[config.mk]
export PLATFORM = sky130hd
export DESIGN_NAME = mmap_uart
export DESIGN_NICKNAME = d
export VERILOG_FILES = /design/src/rtl/mmap_uart_pkg.sv /design/src/rtl/mmap_uart_fifo.sv /design/src/rtl/mmap_uart.sv
export SDC_FILE = /design/constraint.sdc
export NUM_CORES = 1
export LEC_CHECK = 0
export CAP_MARGIN = 20
export CORE_UTILIZATION = 45
export DETAILED_ROUTE_END_ITERATION = 10
export GPL_ROUTABILITY_DRIVEN = 0
export PLACE_DENSITY = 0.71
export SYNTH_ARGS = -nofsm -noshare
export SYNTH_HDL_FRONTEND = slang
export SYNTH_SLANG_ARGS = --single-unit
[constraint.sdc]
create_clock -name clk -period 3.74 [get_ports clk]
set_input_delay 0.935 -clock clk [delete_from_list [all_inputs] [get_ports clk]]
set_output_delay 0.935 -clock clk [all_outputs]
set_load 0.1 [all_outputs]
[src/rtl/mmap_uart_pkg.sv]
// Shared definitions for the memory-mapped UART: bus addresses, STATUS bit
// positions and the state encoding used by both serial FSMs.
package mmap_uart_pkg;

  localparam logic [15:0] ADDR_UART_DATA_MMAP   = 16'hC010;
  localparam logic [15:0] ADDR_UART_STATUS_MMAP = 16'hC014;

  localparam int UART_ST_RX_AVAIL  = 0;
  localparam int UART_ST_RX_FULL   = 1;
  localparam int UART_ST_TX_FULL   = 2;
  localparam int UART_ST_TX_IDLE   = 3;
  localparam int UART_ST_OVERRUN   = 4;
  localparam int UART_ST_FRAME_ERR = 5;

  typedef enum logic [1:0] {
    S_IDLE  = 2'd0,
    S_START = 2'd1,
    S_DATA  = 2'd2,
    S_STOP  = 2'd3
  } uart_state_t;

endpackage

[src/rtl/mmap_uart_fifo.sv]
// Small synchronous FIFO with a combinational head; a push is refused when
// full even if a pop happens in the same cycle.
module uart_fifo #(
  parameter int WIDTH = 8,
  parameter int DEPTH = 8
) (
  input  logic             clk,
  input  logic             rst_n,
  input  logic             push,
  input  logic             pop,
  input  logic [WIDTH-1:0] din,
  output logic [WIDTH-1:0] dout,
  output logic             full,
  output logic             empty
);

  localparam int AW = $clog2(DEPTH);
  localparam int CW = AW + 1;

  logic [WIDTH-1:0] mem [DEPTH];
  logic [AW-1:0]    wr_ptr;
  logic [AW-1:0]    rd_ptr;
  logic [CW-1:0]    count;
  logic             push_ok;
  logic             pop_ok;

  assign full    = (count == CW'(DEPTH));
  assign empty   = (count == '0);
  assign push_ok = push && !full;
  assign pop_ok  = pop && !empty;
  assign dout    = mem[rd_ptr];

  always_ff @(posedge clk or negedge rst_n) begin
    if (!rst_n) begin
      wr_ptr <= '0;
      rd_ptr <= '0;
      count  <= '0;
    end else begin
      if (push_ok) wr_ptr <= wr_ptr + AW'(1);
      if (pop_ok)  rd_ptr <= rd_ptr + AW'(1);
      count <= count + CW'(push_ok) - CW'(pop_ok);
    end
  end

  always_ff @(posedge clk) begin
    if (push_ok) mem[wr_ptr] <= din;
  end

endmodule

[src/rtl/mmap_uart.sv]
// 8N1 UART with TX/RX FIFOs behind a two-register (DATA/STATUS) window.
// Handshake: a bus access is valid when sel_i is high with we_i or re_i; it always completes in one cycle.
module mmap_uart
  import mmap_uart_pkg::*;
#(
  parameter int CLK_FREQ   = 50_000_000,
  parameter int BAUD       = 115200,
  parameter int FIFO_DEPTH = 8
) (
  input  logic        clk,
  input  logic        rst_n,
  input  logic        sel_i,
  input  logic        reg_i,
  input  logic        we_i,
  input  logic        re_i,
  input  logic [31:0] wdata_i,
  output logic [31:0] rdata_o,
  input  logic        rx_i,
  output logic        tx_o
);

  localparam int DIV   = CLK_FREQ / BAUD;
  localparam int CNT_W = $clog2(DIV);
  localparam logic [CNT_W-1:0] DIV_LAST  = CNT_W'(DIV - 1);
  localparam logic [CNT_W-1:0] HALF_LAST = CNT_W'(DIV / 2 - 1);

  logic       tx_push, tx_pop, tx_full, tx_empty;
  logic [7:0] tx_dout;
  logic       rx_push, rx_pop, rx_full, rx_empty;
  logic [7:0] rx_dout;
  logic       stat_wr;
  logic       unused_wdata;

  assign tx_push      = sel_i && we_i && !reg_i;
  assign stat_wr      = sel_i && we_i && reg_i;
  assign rx_pop       = sel_i && re_i && !reg_i;
  assign unused_wdata = ^wdata_i[31:8];

  uart_fifo #(.WIDTH(8), .DEPTH(FIFO_DEPTH)) u_tx_fifo (
    .clk(clk), .rst_n(rst_n), .push(tx_push), .pop(tx_pop),
    .din(wdata_i[7:0]), .dout(tx_dout), .full(tx_full), .empty(tx_empty)
  );

  // ---------------- transmitter ----------------
  uart_state_t      tx_state;
  logic [CNT_W-1:0] tx_cnt;
  logic [2:0]       tx_bit;
  logic [7:0]       tx_shreg;

  // A queued byte is taken at the end of the stop bit so consecutive frames abut.
  assign tx_pop = !tx_empty &&
                  ((tx_state == S_IDLE) || (tx_state == S_STOP && tx_cnt == DIV_LAST));

  always_ff @(posedge clk or negedge rst_n) begin
    if (!rst_n) begin
      tx_state <= S_IDLE;
      tx_cnt   <= '0;
      tx_bit   <= '0;
      tx_shreg <= '0;
      tx_o     <= 1'b1;
    end else begin
      case (tx_state)
        S_IDLE: begin
          if (!tx_empty) begin
            tx_shreg <= tx_dout;
            tx_o     <= 1'b0;
            tx_cnt   <= '0;
            tx_state <= S_START;
          end
        end
        S_START: begin
          if (tx_cnt == DIV_LAST) begin
            tx_cnt   <= '0;
            tx_bit   <= '0;
            tx_o     <= tx_shreg[0];
            tx_state <= S_DATA;
          end else begin
            tx_cnt <= tx_cnt + CNT_W'(1);
          end
        end
        S_DATA: begin
          if (tx_cnt == DIV_LAST) begin
            tx_cnt <= '0;
            if (tx_bit == 3'd7) begin
              tx_o     <= 1'b1;
              tx_state <= S_STOP;
            end else begin
              tx_shreg <= {1'b0, tx_shreg[7:1]};
              tx_o     <= tx_shreg[1];
              tx_bit   <= tx_bit + 3'd1;
            end
          end else begin
            tx_cnt <= tx_cnt + CNT_W'(1);
          end
        end
        S_STOP: begin
          if (tx_cnt == DIV_LAST) begin
            tx_cnt <= '0;
            if (!tx_empty) begin
              tx_shreg <= tx_dout;
              tx_o     <= 1'b0;
              tx_state <= S_START;
            end else begin
              tx_state <= S_IDLE;
            end
          end else begin
            tx_cnt <= tx_cnt + CNT_W'(1);
          end
        end
        default: tx_state <= S_IDLE;
      endcase
    end
  end

  // ---------------- receiver ----------------
  logic             rx_meta, rx_sync;
  uart_state_t      rx_state;
  logic [CNT_W-1:0] rx_cnt;
  logic [2:0]       rx_bit;
  logic [7:0]       rx_shreg;
  logic             rx_stop_smp;
  logic             frame_err, overrun;

  always_ff @(posedge clk or negedge rst_n) begin
    if (!rst_n) begin
      rx_meta <= 1'b1;
      rx_sync <= 1'b1;
    end else begin
      rx_meta <= rx_i;
      rx_sync <= rx_meta;
    end
  end

  assign rx_stop_smp = (rx_state == S_STOP) && (rx_cnt == DIV_LAST);
  assign rx_push     = rx_stop_smp && rx_sync && !rx_full;

  uart_fifo #(.WIDTH(8), .DEPTH(FIFO_DEPTH)) u_rx_fifo (
    .clk(clk), .rst_n(rst_n), .push(rx_push), .pop(rx_pop),
    .din(rx_shreg), .dout(rx_dout), .full(rx_full), .empty(rx_empty)
  );

  always_ff @(posedge clk or negedge rst_n) begin
    if (!rst_n) begin
      rx_state <= S_IDLE;
      rx_cnt   <= '0;
      rx_bit   <= '0;
      rx_shreg <= '0;
    end else begin
      case (rx_state)
        S_IDLE: begin
          if (!rx_sync) begin
            rx_cnt   <= '0;
            rx_state <= S_START;
          end
        end
        S_START: begin
          if (rx_cnt == HALF_LAST) begin
            rx_cnt   <= '0;
            rx_bit   <= '0;
            rx_state <= rx_sync ? S_IDLE : S_DATA;
          end else begin
            rx_cnt <= rx_cnt + CNT_W'(1);
          end
        end
        S_DATA: begin
          if (rx_cnt == DIV_LAST) begin
            rx_cnt   <= '0;
            rx_shreg <= {rx_sync, rx_shreg[7:1]};
            if (rx_bit == 3'd7) rx_state <= S_STOP;
            else                rx_bit   <= rx_bit + 3'd1;
          end else begin
            rx_cnt <= rx_cnt + CNT_W'(1);
          end
        end
        S_STOP: begin
          if (rx_cnt == DIV_LAST) begin
            rx_cnt   <= '0;
            rx_state <= S_IDLE;
          end else begin
            rx_cnt <= rx_cnt + CNT_W'(1);
          end
        end
        default: rx_state <= S_IDLE;
      endcase
    end
  end

  // Sticky flags: a hardware set beats a same-cycle software clear.
  always_ff @(posedge clk or negedge rst_n) begin
    if (!rst_n) begin
      frame_err <= 1'b0;
      overrun   <= 1'b0;
    end else begin
      frame_err <= (rx_stop_smp && !rx_sync) ||
                   (frame_err && !(stat_wr && wdata_i[UART_ST_FRAME_ERR]));
      overrun   <= (rx_stop_smp && rx_sync && rx_full) ||
                   (overrun && !(stat_wr && wdata_i[UART_ST_OVERRUN]));
    end
  end

  // ---------------- read mux ----------------
  logic [5:0] status;

  always_comb begin
    status                    = '0;
    status[UART_ST_RX_AVAIL]  = !rx_empty;
    status[UART_ST_RX_FULL]   = rx_full;
    status[UART_ST_TX_FULL]   = tx_full;
    status[UART_ST_TX_IDLE]   = tx_empty && (tx_state == S_IDLE);
    status[UART_ST_OVERRUN]   = overrun;
    status[UART_ST_FRAME_ERR] = frame_err;
  end

  always_comb begin
    rdata_o = '0;
    if (sel_i && re_i) begin
      if (reg_i)          rdata_o = {26'h0, status};
      else if (!rx_empty) rdata_o = {24'h0, rx_dout};
    end
  end

endmodule

# Word level (Yosys, flattened, before mapping)
# Memories as Yosys holds them, arrays and structs flattened.
# Cells that the tools add are included.
# word_totals
ramBits	128
romBits	0
register_bits	69
output_inout_bits	33
latchBits	0
input_bits	39
word_cells	153
memories	2
# mem_list
memory	words	width	read_ports	rd_clocked_by_memory_dff	wr	line_no	rtl
u_rx_fifo.mem	8	8	1	0	1	mmap_uart_fifo.sv:20	logic [WIDTH-1:0] mem [DEPTH];
u_tx_fifo.mem	8	8	1	0	1	mmap_uart_fifo.sv:20	
# op_classes
n_mux	47
reduce_logical	48
addsub	12
order_cmp	0
n_div	0
n_bitwise	0
eq_ne	25
multipliers	0
n_shift	0
# op_table
op	n
$mux W8	7
$mux W9	5
$pmux W9 S3	1
$pmux W8 S3	1
$mux W2	11
$logic_and A1 B1 Y1	21
$ne A2 B2 Y1 const B	10
$add A3 B1 Y3 const B	6
$add A9 B1 Y9 const B	2
$eq A9 B9 Y1 const B	2
$mux W3	6
$pmux W9 S2	1
$pmux W2 S4	2
$pmux W3 S2	2
$reduce_and A4 Y1	3
$mux W1	10
$reduce_and A5 Y1	2
$eq A9 B8 Y1 const B	1
$add A4 B1 Y4	2
$eq A2 B2 Y1 const B	4
$eq A4 B4 Y1 const B	2
$logic_not A1 Y1	8
$logic_not A4 Y1	2
$sub A4 B1 Y4	2
other kinds (12)	19

# Depth between registers and ports, before layout
# depth
depth_word	7
depth_mapped	12
mapped_depth_nobuf	11

# By module
# From an unflattened synthesis, not the netlist that was laid out.
# hier_totals
cells_unflattened	613
area_unflattened_um2	9113.7
# modules_own_cells
module	area_each_um2	instances	cells_per_inst
uart_fifo (u_rx_fifo)	3067.9	1	150
uart_fifo (u_tx_fifo)	3067.9	1	151
mmap_uart	2977.9	1	312

# Worst setup path after synthesis
# OpenSTA, ideal clock, no wires.
# synth_path
path_kind	in2out
startpoint	input sel_i
endpoint	output rdata_o[1]
stages	5
slack_ps	-24
t_arrival_ps	2829
path_cell_list	nand2_1 a21oi_1 nand2b_1 clkbuf_1 o22ai_1
# synth_via
elab_chain_len	2
# synth_rtl
element	line_no	rtl
start, declared	mmap_uart.sv:12	input logic sel_i,
$logic_and A1 B1 Y1	mmap_uart.sv:216	if (sel_i && re_i) begin
$mux W8	mmap_uart.sv:216	
end, declared	mmap_uart.sv:17	output logic [31:0] rdata_o,
# Every way passes these cells.

# Final worst setup path
# layout_path
startpoint	input sel_i
endpoint	output rdata_o[4]
# Same word-level chain as after synthesis.

==> impl_metrics.csv <==
group,metric,value,unit
worst_setup_path,critPathArrivalTime,2.59,ns
sta,fin_crit,3.52,ns
worst_setup_path,rr_worst_depth,7,
placement,post-dp-hpwl,11400,microns
clock_network,numCtsBuffers,17,
worst_setup_path,start_kind,"primary input",
synth,ys_warn_count,0,
synth,seq_area_frac_synth,62.3,%
synth,syn-cell-area,0.00894,sq mm
synth,synth_top_area_share,43.0,%
routing,route.detailed.drc,0,
layout,syn2layout_area_growth,13.3,%
synth,yosysTopAreaCell,"edfxtp_1",
synth,synthArstFlopShare,35.0,%
sta,fin_worst_skew,0.0120,ns
power_and_ir_drop,power,5.18,mW
routing,via_count,5187,
sta,hold_violations,0,
layout,diodes,0,
global_route,grt_max_degree,70,
layout,final_area,0.0101,sq mm
sta,setup_ws,0.219,ns
layout,fillers,1579,
clock_network,cts.hold.buffers_added,0,
global_route,antenna_found_initial,0,
die,io_pins,72,
hold_path,hp-start,"rx_meta",
die,start_util,45.9,%
synth,synth_edf_count,128,
layout,fin_nets,741,
worst_setup_path,required,2.80,ns
sta,maxSlewHeadroom,39.6,%
synth,ys_ff_latch,197,
clock_network,clock_path_buffers,2,
die,rows,51,
global_route,overflow,0,
worst_setup_path,r2r_end,"u_rx_fifo.mem[5][7]",
hold_path,whs_path_depth,0,
layout,layout-drive-gt1-share,18.2,%
routing,wl,17100,microns
sta,slew_violations,0,
status,outcome,"finished clean",
sta,max_freq,284,MHz
synth,ys.flop_type,"edfxtp_1",
die,die_area,0.0204,sq mm
synth,synthCells,630,
clock_network,clk_pin_slew,0.08,ns
worst_setup_path,critPathCaptureType,"output pin",
routing,ant_nets,0,
die,die_x,143,microns
global_route,grt_pass1_vias,5332,
clock_network,root_buffer,"clkbuf_16",
synth,synth_common_cells,"edfxtp_1, dfrtp_1, nand2_1",
sta,post-route-period-util,94.1,%
die,die_y,143,microns
power_and_ir_drop,power_density,511,mW/mm^2
sta,rsz0062_at_grt,"false",
layout,multi_input_area,0.00303,sq mm
clock_network,cts_resized,0,
routing,avgRoutedWirePerCell,18.0,microns
synth,synth_area_leaders,"edfxtp_1, dfrtp_1, mux4_2",
synth,yosysUniqueCellTypes,61,
hold_path,hold_end,"rx_sync",
placement,dpl-instance-area,0.00951,sq mm
clock_network,clk_latency,0.45,ns
global_route,gr-usage-all-layers,18.1,%
power_and_ir_drop,leakage,3.68,nW
routing,drtIter0Drc,336,
worst_setup_path,criticalPathCategory,"primary input to output pin",
synth,yosysMostFrequentCell,"edfxtp_1",
routing,firstDrtPassIters,5,
clock_network,cts_setup_buffers,0,
worst_setup_path,rrSetupSlack,1.17,ns
clock_network,cts.sinks,197,
die,core_area,0.0195,sq mm
job,cap_violations,0,
sta,setup_violations,0,
sta,tightest_slew,0.906,ns
hold_path,min_path_type,"flip-flop to flip-flop",
routing,via_per_inst,5.48,
clock_network,cts_tree,"done",
placement,portBuffers,23,
worst_setup_path,cp_max_fo,8,
power_and_ir_drop,ir_worst_vdd,0.000336,V
global_route,grt_pass1_wl,27300,microns
synth,synth_area_per_cell,14.2,sq um
worst_setup_path,r2r_start,"rx_cnt[1]",
placement,place_ws,0.227,ns
clock_network,ctsHtreeMaxLevel,4,
layout,regArea,0.00557,sq mm
-- per-stage QoR --
stage,hold slack [ns],setup TNS [ns],cells,util (%)
after global placement,0.347,0,913,48.9
after CTS,0.360,0,945,52.0
after global routing,0.366,0,947,52.0
final,0.359,0,947,52.0
after floorplan,0.345,-0.118,653,-
after detailed placement,0.349,0,913,48.9
-- cell type report --
type | instances | share of cell area, %
tap | 265 | 3.27
clock buffer | 17 | 4.20
multi-input combinational | 376 | 29.9
sequential | 197 | 55.0
clock inverter | 15 | 1.75
inverter | 32 | 1.19
timing repair buffer | 45 | 4.62
-- logic make-up after synthesis --
kind of cell	Yosys count	synth area share (%)
and+or+nand+nor	157	9.04
other	1	0.0419
adders and majority gates	33	4.79
DFF	197	62.3
muxes	59	10.7
AOI/OAI and AO/OA	89	6.95
xor gates and xnor gates	14	1.37
buffers and inverters	80	4.73
-- state kept, by name (all words and copies together), names as in the netlist, 4 cells and up, named ones only --
signal	cells
tx_shreg	8
u_tx_fifo.mem	64
rx_shreg	8
rx_cnt	9
tx_cnt	9
u_rx_fifo.count	4
u_tx_fifo.count	4
u_rx_fifo.mem	64
-- layer usage --
| metal | vias up | global-route usage, % | share of wire [%] | wire (microns) |
|---|---|---|---|---|
| met2 | 126 | 31.4 | 52 | 8860 |
| li1 | 2394 | - | - | - |
| met4 | 0 | 5.55 | 1.2 | 199 |
| met1 | 2643 | 22.2 | 42 | 7180 |
| met5 | - | 0 | 0 | 0 |
| met3 | 24 | 4.33 | 4.8 | 819 |
-- cells in the final DEF (no fill, tap or decap), types with 8 or more instances in the layout --
cell	instances
a211oi_1	17
a21oi_1	9
buf_12	8
buf_4	22
clkbuf_16	17
clkdlybuf4s50_1	13
conb_1	24
dfrtp_1	66
edfxtp_1	128
ha_1	31
inv_1	32
mux2_2	14
mux2_4	8
mux2i_1	12
mux4_2	25
nand2_1	54
nand3_1	11
nor2_1	27
nor2b_1	17
nor3_1	9
o21ai_0	21
o22ai_1	10
o41ai_1	8
xor2_1	8
-- how the worst max path moves through the flow --
stage | to | from | slack [ns] | cells after the start
3_3_place_gp | rdata_o[2] | sel_i | 0.31 | 6
3_5_place_dp | rdata_o[4] | sel_i | 0.23 | 6
5_1_grt | rdata_o[4] | sel_i | 0.12 | 6
4_1_cts | rdata_o[4] | sel_i | 0.21 | 6
6_report | rdata_o[4] | sel_i | 0.22 | 6
2_1_floorplan | rdata_o[1] | sel_i | -0.02 | 5
-- critical path, cell delays in order --
cell             delay, ns
clkdlybuf4s50_1       0.55
nand2_1               0.07
a21oi_1               0.16
nand2b_1              0.27
o22ai_1               0.36
buf_12                0.22
-- where the power goes --
part | total (mW) | internal (mW) | leakage, nW | switching, mW
clock | 1.82 | 0.909 | 0.291 | 0.914
combinational | 0.764 | 0.317 | 1.51 | 0.446
sequential | 2.59 | 2.43 | 1.89 | 0.162
total | 5.18 | 3.65 | 3.68 | 1.52
(Power assumes the default switching activity.)
